$ cat src/rtl/weighted_vote_controller_if.sv
// Voter/config/decision bus for weighted_vote_controller.
// Carries dup_err only when VOTE_DUP_ERR_EN is defined.
interface weighted_vote_controller_if #(
    parameter int unsigned N_VOTERS = 6
);
    logic                cfg_we;
    logic [N_VOTERS-1:0] cfg_doubles;
    logic                start;
    logic                vote_valid;
    logic [2:0]          vote_id;
    logic                vote_value;
    logic                vote_ready;
    logic                busy;
    logic [N_VOTERS-1:0] voted_mask;
    logic [3:0]          tally;
    logic                result;
    logic                result_valid;
    logic                timed_out;
`ifdef VOTE_DUP_ERR_EN
    logic                dup_err;
`endif

    modport master (
        output cfg_we,
        output cfg_doubles,
        output start,
        output vote_valid,
        output vote_id,
        output vote_value,
        input  vote_ready,
        input  busy,
        input  voted_mask,
        input  tally,
        input  result,
        input  result_valid,
`ifdef VOTE_DUP_ERR_EN
        input  dup_err,
`endif
        input  timed_out
    );

    modport slave (
        input  cfg_we,
        input  cfg_doubles,
        input  start,
        input  vote_valid,
        input  vote_id,
        input  vote_value,
        output vote_ready,
        output busy,
        output voted_mask,
        output tally,
        output result,
        output result_valid,
`ifdef VOTE_DUP_ERR_EN
        output dup_err,
`endif
        output timed_out
    );
endinterface

$ cat src/rtl/weighted_vote_controller.sv
// Serial six-voter weighted majority sequencer: collects one vote per voter, tallies, publishes.
// Optional macro VOTE_DUP_ERR_EN adds a sticky dup_err flag for duplicate/out-of-range votes.
module weighted_vote_controller #(
    parameter int unsigned N_VOTERS       = 6,
    parameter int unsigned THRESHOLD      = 3,
    parameter int unsigned TIMEOUT_CYCLES = 16
) (
    input logic                        i_clk,
    input logic                        i_reset,
    weighted_vote_controller_if.slave  bus
);

    localparam int unsigned TimerW = (TIMEOUT_CYCLES > 1) ? $clog2(TIMEOUT_CYCLES) : 1;
    localparam logic [TimerW-1:0] TimerLast = TimerW'(TIMEOUT_CYCLES - 1);
    localparam logic [3:0] Thresh = 4'(THRESHOLD);

    typedef enum logic [1:0] {
        StIdle,
        StCollect,
        StTally,
        StDone
    } state_e;

    state_e              r_state, w_state_d;
    logic [N_VOTERS-1:0] r_weights, w_weights_d;
    logic [N_VOTERS-1:0] r_mask, w_mask_d;
    logic [3:0]          r_tally, w_tally_d;
    logic [TimerW-1:0]   r_timer, w_timer_d;
    logic                r_result, w_result_d;
    logic                r_timed_out, w_timed_out_d;
`ifdef VOTE_DUP_ERR_EN
    logic                r_dup_err, w_dup_err_d;
`endif

    logic [N_VOTERS-1:0] w_id_oh;
    logic                w_in_range;
    logic                w_is_new;
    logic [3:0]          w_inc;
    logic [N_VOTERS-1:0] w_mask_next;

    // One-hot of vote_id; out-of-range ids shift off the top and give zero.
    assign w_id_oh    = N_VOTERS'(1) << bus.vote_id;
    assign w_in_range = (32'(bus.vote_id) < N_VOTERS);
    assign w_is_new   = bus.vote_valid && w_in_range && ((r_mask & w_id_oh) == '0);
    assign w_inc      = !bus.vote_value ? 4'd0 :
                        ((r_weights & w_id_oh) != '0) ? 4'd2 : 4'd1;
    assign w_mask_next = w_is_new ? (r_mask | w_id_oh) : r_mask;

    always_comb begin
        w_state_d     = r_state;
        w_weights_d   = r_weights;
        w_mask_d      = r_mask;
        w_tally_d     = r_tally;
        w_timer_d     = r_timer;
        w_result_d    = r_result;
        w_timed_out_d = r_timed_out;
`ifdef VOTE_DUP_ERR_EN
        w_dup_err_d   = r_dup_err;
`endif
        unique case (r_state)
            StIdle: begin
                if (bus.cfg_we) begin
                    w_weights_d = bus.cfg_doubles;
                end
                if (bus.start) begin
                    w_state_d     = StCollect;
                    w_mask_d      = '0;
                    w_tally_d     = '0;
                    w_timer_d     = '0;
                    w_timed_out_d = 1'b0;
`ifdef VOTE_DUP_ERR_EN
                    w_dup_err_d   = 1'b0;
`endif
                end
            end
            StCollect: begin
                w_timer_d = r_timer + TimerW'(1);
                if (w_is_new) begin
                    w_mask_d  = w_mask_next;
                    w_tally_d = r_tally + w_inc;
                end
`ifdef VOTE_DUP_ERR_EN
                if (bus.vote_valid && !w_is_new) begin
                    w_dup_err_d = 1'b1;
                end
`endif
                // A completing vote on the timeout cycle wins over the timeout.
                if (&w_mask_next) begin
                    w_state_d = StTally;
                end else if (r_timer == TimerLast) begin
                    w_state_d     = StTally;
                    w_timed_out_d = 1'b1;
                end
            end
            StTally: begin
                w_result_d = (r_tally >= Thresh);
                w_state_d  = StDone;
            end
            StDone: begin
                w_state_d = StIdle;
            end
            default: begin
                w_state_d = StIdle;
            end
        endcase
    end

    always_ff @(posedge i_clk) begin
        if (i_reset) begin
            r_state     <= StIdle;
            r_weights   <= '0;
            r_mask      <= '0;
            r_tally     <= '0;
            r_timer     <= '0;
            r_result    <= 1'b0;
            r_timed_out <= 1'b0;
`ifdef VOTE_DUP_ERR_EN
            r_dup_err   <= 1'b0;
`endif
        end else begin
            r_state     <= w_state_d;
            r_weights   <= w_weights_d;
            r_mask      <= w_mask_d;
            r_tally     <= w_tally_d;
            r_timer     <= w_timer_d;
            r_result    <= w_result_d;
            r_timed_out <= w_timed_out_d;
`ifdef VOTE_DUP_ERR_EN
            r_dup_err   <= w_dup_err_d;
`endif
        end
    end

    assign bus.vote_ready   = (r_state == StCollect);
    assign bus.busy         = (r_state != StIdle);
    assign bus.result_valid = (r_state == StDone);
    assign bus.voted_mask   = r_mask;
    assign bus.tally        = r_tally;
    assign bus.result       = r_result;
    assign bus.timed_out    = r_timed_out;
`ifdef VOTE_DUP_ERR_EN
    assign bus.dup_err      = r_dup_err;
`endif

endmodule

$ cat src/flat_wrapper.sv
// flat-port wrapper written by rule: the top's interface ports become plain ports
module weighted_vote_controller_flat 
#(
    parameter int unsigned N_VOTERS       = 6,
    parameter int unsigned THRESHOLD      = 3,
    parameter int unsigned TIMEOUT_CYCLES = 16
)
  (i_clk, i_reset, bus_cfg_we, bus_cfg_doubles, bus_start, bus_vote_valid, bus_vote_id, bus_vote_value, bus_vote_ready, bus_busy, bus_voted_mask, bus_tally, bus_result, bus_result_valid, bus_timed_out);
  weighted_vote_controller_if #(.N_VOTERS(N_VOTERS)) bus_i ();
  input logic i_clk;
  input logic i_reset;
  input wire logic [$bits(bus_i.cfg_we)-1:0] bus_cfg_we;
  input wire logic [$bits(bus_i.cfg_doubles)-1:0] bus_cfg_doubles;
  input wire logic [$bits(bus_i.start)-1:0] bus_start;
  input wire logic [$bits(bus_i.vote_valid)-1:0] bus_vote_valid;
  input wire logic [$bits(bus_i.vote_id)-1:0] bus_vote_id;
  input wire logic [$bits(bus_i.vote_value)-1:0] bus_vote_value;
  output wire logic [$bits(bus_i.vote_ready)-1:0] bus_vote_ready;
  output wire logic [$bits(bus_i.busy)-1:0] bus_busy;
  output wire logic [$bits(bus_i.voted_mask)-1:0] bus_voted_mask;
  output wire logic [$bits(bus_i.tally)-1:0] bus_tally;
  output wire logic [$bits(bus_i.result)-1:0] bus_result;
  output wire logic [$bits(bus_i.result_valid)-1:0] bus_result_valid;
  output wire logic [$bits(bus_i.timed_out)-1:0] bus_timed_out;
  assign bus_i.cfg_we = bus_cfg_we;
  assign bus_i.cfg_doubles = bus_cfg_doubles;
  assign bus_i.start = bus_start;
  assign bus_i.vote_valid = bus_vote_valid;
  assign bus_i.vote_id = bus_vote_id;
  assign bus_i.vote_value = bus_vote_value;
  assign bus_vote_ready = bus_i.vote_ready;
  assign bus_busy = bus_i.busy;
  assign bus_voted_mask = bus_i.voted_mask;
  assign bus_tally = bus_i.tally;
  assign bus_result = bus_i.result;
  assign bus_result_valid = bus_i.result_valid;
  assign bus_timed_out = bus_i.timed_out;
  weighted_vote_controller #(.N_VOTERS(N_VOTERS), .THRESHOLD(THRESHOLD), .TIMEOUT_CYCLES(TIMEOUT_CYCLES)) u_core (.i_clk(i_clk), .i_reset(i_reset), .bus(bus_i));
endmodule
$ cat config.mk
export PLATFORM = sky130hd
export DESIGN_NAME = weighted_vote_controller_flat
export DESIGN_NICKNAME = d
export VERILOG_FILES = /design/src/rtl/weighted_vote_controller_if.sv /design/src/rtl/weighted_vote_controller.sv /design/src/flat_wrapper.sv
export SDC_FILE = /design/constraint.sdc
export NUM_CORES = 1
export LEC_CHECK = 0
export ABC_AREA = 1
export BUFFER_PORTS_ARGS = -buffer_cell sky130_fd_sc_hd__buf_4
export CAP_MARGIN = 30
export CORE_MARGIN = 1
export CORE_UTILIZATION = 57
export DETAILED_ROUTE_END_ITERATION = 7
export PLACE_DENSITY = 0.84
export SLEW_MARGIN = 20
export SYNTH_ARGS = -nofsm -noshare
export SYNTH_HDL_FRONTEND = slang
export SYNTH_SLANG_ARGS = --single-unit
$ cat constraint.sdc
create_clock -name i_clk -period 4.62 [get_ports i_clk]
set_input_delay 0.924 -clock i_clk [delete_from_list [all_inputs] [get_ports i_clk]]
set_output_delay 0.924 -clock i_clk [all_outputs]
set_load 0.005 [all_outputs]
==> summary by stage <==
Route
The mean number of vias per cell is 5.54. The via count of the routed design is 1,406. In the detailed route, the total length drawn on met3 is 150 um. For this run, the detailed router's first-pass iteration total came to 4. After detailed routing, the average wire length per cell comes to 12.9 um. The number of DRC violations after detailed-routing iteration 0 is 50. The remaining number of nets flagged by the antenna check after routing is 0.

After detailed routing, the wire length on met1 is 1390 um. Routed signal wires occupy layers up through met4. The final layout contains routed wiring with a total length of 3280 um. The total DRC errors in the routed layout is 0. The amount of wire on met2 after detailed routing is 1660 um.

GRT
The first-pass GRT wire length is 5600 um. Across every metal layer, demand over resource in global routing totals 0.288. The pin count of the biggest net entering global routing is 15.

The via count of the first global-routing pass is 1,333. The aggregate global routing overflow is 0. The initial antenna violation count was 0.

Cells and area
Summing all multi-input logic gate instances after layout gives 744 um^2. The final layout contains 251 nets. The fraction of final layout cells with drive strength greater than 1 is 0.212.

The finished cells cover 0.00165 mm^2. From synthesis to final layout, the design area changed by 22.1%. The number of fill cells is 188. The area taken by flip-flops and latches is 480 um^2.

Measured on the finished design, the core utilization comes to 0.744. The number of antenna cells inserted is 0.

Worst hold path
The number of cells on the worst hold path is 2. The worst min-delay path endpoint is u_core.r_weights[1]. The path category of the worst min-delay check is reg2reg.

The worst hold path begins at u_core.r_weights[1].

STA
The worst pin sits at a relative slew slack of 0.716. The number of hold violations in the final report is 0. Setup violations remaining at the end of the flow were counted as 0. The total count of max-transition violations in the final report came to 0. The final critical-path required period is 2.41 ns.

Dividing the final minimum period by the clock period gives 0.522. Adding up every negative setup slack in the final design gives 0 ns. Based on the critical path, the design can be clocked at up to 415 MHz. The worst path meets setup with 2.21 ns of slack. The worst clock skew on the final layout is 0.0106 ns.

The measured slew at the worst slew-check pin is 0.421 ns. Setup repair after global routing left no endpoint under its margin.

Logic synthesis
The commonest cells after synthesis are nand2_1 (37), inv_1 (26), dfxtp_1 (24), nor2_1 (23), a21oi_1 (20). The most frequently used cell type in the post-synthesis netlist is nand2_1. Among all flip-flop cells after synthesis, the most frequent one is dfxtp_1. After synthesis, the cell types taking the most area are dfxtp_1 (36%), nand2_1 (10%), a21oi_1 (7.4%). The fraction of synthesis flops using an asynchronous set or reset pin is 0.

The number of enable-type register cells in the synthesized netlist is 0. The number of cells produced by synthesis is 195. The total number of yosys warnings is 0. The sequential fraction of the synthesis area is 0.356. Counting flops and latches in the post-synthesis netlist gives 24. The post-synth design cell area is 0.00135 mm^2. The distinct cell type count after synthesis is 25. The post-synthesis average cell area is 6.92 um^2. dfxtp_1 takes more of the synthesized area than any other cell. The synthesized netlist net count is 219. The area fraction of the dominant cell type after synthesis is 0.356.

Clock network
The CTS clock-pin slew for the worst setup and hold paths is 0.14 ns. The number of buffers between clock root and the deepest sink is 2. The total of cells resized after clock tree synthesis is 0.

The hold buffer count at cts is 0. The number of buffers created by CTS is 3. The worst-skew pair later-pin latency is 0.32 ns. CTS built an H-tree with a depth of 1. The clock tree root buffer cell is clkbuf_4.

TritonCTS built the clock tree. The clock net sink count is 24. The number of setup buffers added after CTS is 0.

Floorplanning
In this run the standard cell core region covers 0.00221 mm^2. For this design the top-level I/O count stands at 30. From bottom edge to top edge, the die measures 50.6 um. The initial core utilization is 0.610. Measured along the x axis, the die boundary spans 50.6 um. The die covers 0.00256 mm^2.

Row generation in the floorplan step produced 17 rows.

Placed design
Input and output buffers added on the ports amount to 29. The placed instances occupy a cell area of 0.00159 mm^2. The weighted congestion reported at the end of routability-driven placement is 0.845. Timing analysis after detailed placement gives a worst setup slack of 1.87 ns.

Detailed placement finished with a half-perimeter wire length of 2490 um.

Setup path
Data on the critical path is required at its endpoint by 4.88 ns. STA classifies the critical path endpoint as a register. The slack of the worst reg-to-reg path is 2.60 ns. The startpoint identified for the worst register-to-register timing path is u_core.r_state[1].

The critical path in this run is classified as in2reg. STA classifies the critical path startpoint as a primary input. The worst register-to-register path has a depth of 9. The data arrival time of the critical path is 2.67 ns. In this run the critical register-to-register path is captured at u_core.bus.voted_mask[5]. In this run the worst path has a maximum fanout of 6.

Power
The total power divided by cell area is 434 mW/mm^2. The total leakage power is 0.802 nW. The maximum resistive drop on vdd is 0.399 mV.

Status
The flow ran to the end, and the final reports show no timing, DRC or antenna violations.

Run
The count of max-cap constraint violations is 0.
## layer usage
layer  vias to the layer above  global-route usage
met4                         0               0.106
met3                        16              0.0364
met5                         -                   0
li1                        692                   -
met2                        50               0.531
met1                       648               0.335
## stage by stage
stage	std cells	power, mW	hold WS [ns]
floorplan	195	0.465	0.425
global placement	250	0.548	0.460
detailed placement	250	0.561	0.468
CTS	254	0.714	0.486
global route	254	0.770	0.514
finish	254	0.715	0.487
## cell type report
type,count,share of cell area
timing repair buffer,29,0.132
sequential,24,0.292
clock inverter,1,0.0182
inverter,31,0.0707
tap,28,0.0213
clock buffer,3,0.0137
multi-input combinational,138,0.452
## placed cells by master (no fill, tap or decap), types with 2 or more instances in the layout
cell type / n
dfxtp_1: 24
nand2_1: 37
o21ai_0: 11
inv_1: 26
inv_2: 5
nand3_1: 11
nor3_1: 5
nor2_4: 2
nor2_1: 23
nand4_1: 4
ha_1: 8
a21oi_1: 20
and3_1: 3
nand2_2: 3
nor2_2: 2
buf_4: 29
clkbuf_4: 3
## worst max-delay path by stage
| stage | from | endpoint | slack, ns | cells past startpoint |
|---|---|---|---|---|
| after floorplan | bus_vote_id[0] | u_core.bus.tally[2] | 2.20 | 12 |
| after global placement | bus_vote_id[0] | u_core.bus.tally[2] | 1.98 | 13 |
| after detailed placement | bus_vote_id[0] | u_core.bus.tally[2] | 1.87 | 13 |
| after CTS | bus_vote_id[0] | u_core.bus.tally[2] | 2.22 | 13 |
| after global routing | bus_vote_id[0] | u_core.bus.tally[3] | 1.97 | 15 |
| final | bus_vote_id[0] | u_core.bus.tally[2] | 2.21 | 13 |
## report_power, final
part | switching (mW) | internal (mW) | total (mW)
Clock | 0.0650 | 0.0878 | 0.153
Combinational | 0.188 | 0.107 | 0.295
Sequential | 0.0251 | 0.243 | 0.268
Total | 0.278 | 0.437 | 0.715
## registers in the layout, summed over array words and instances, names as in the netlist
register,count
u_core.r_weights,6
u_core.r_timer,4
u_core.bus.result,1
u_core.bus.timed_out,1
u_core.bus.tally,4
u_core.r_state,2
u_core.bus.voted_mask,6
## kinds of logic after synthesis
| kind of cell | count (synthesis) | synth area share |
|---|---|---|
| flops | 24 | 0.356 |
| buf+inv | 33 | 0.0918 |
| simple gates | 91 | 0.306 |
| fa+ha+maj | 9 | 0.0891 |
| compound gates | 38 | 0.157 |
## critical path, stage by stage
cell and delay (ns):
buf_4 0.14, nor2_1 0.21, nand2_1 0.08, inv_1 0.08, nand2_1 0.05, o21ai_0 0.07, inv_1 0.06, nand4_1 0.11
nor2_1 0.05, ha_1 0.20, fa_1 0.38, and3_1 0.19, nor3_1 0.11
No activity file was read; power rests on OpenSTA's default activity.
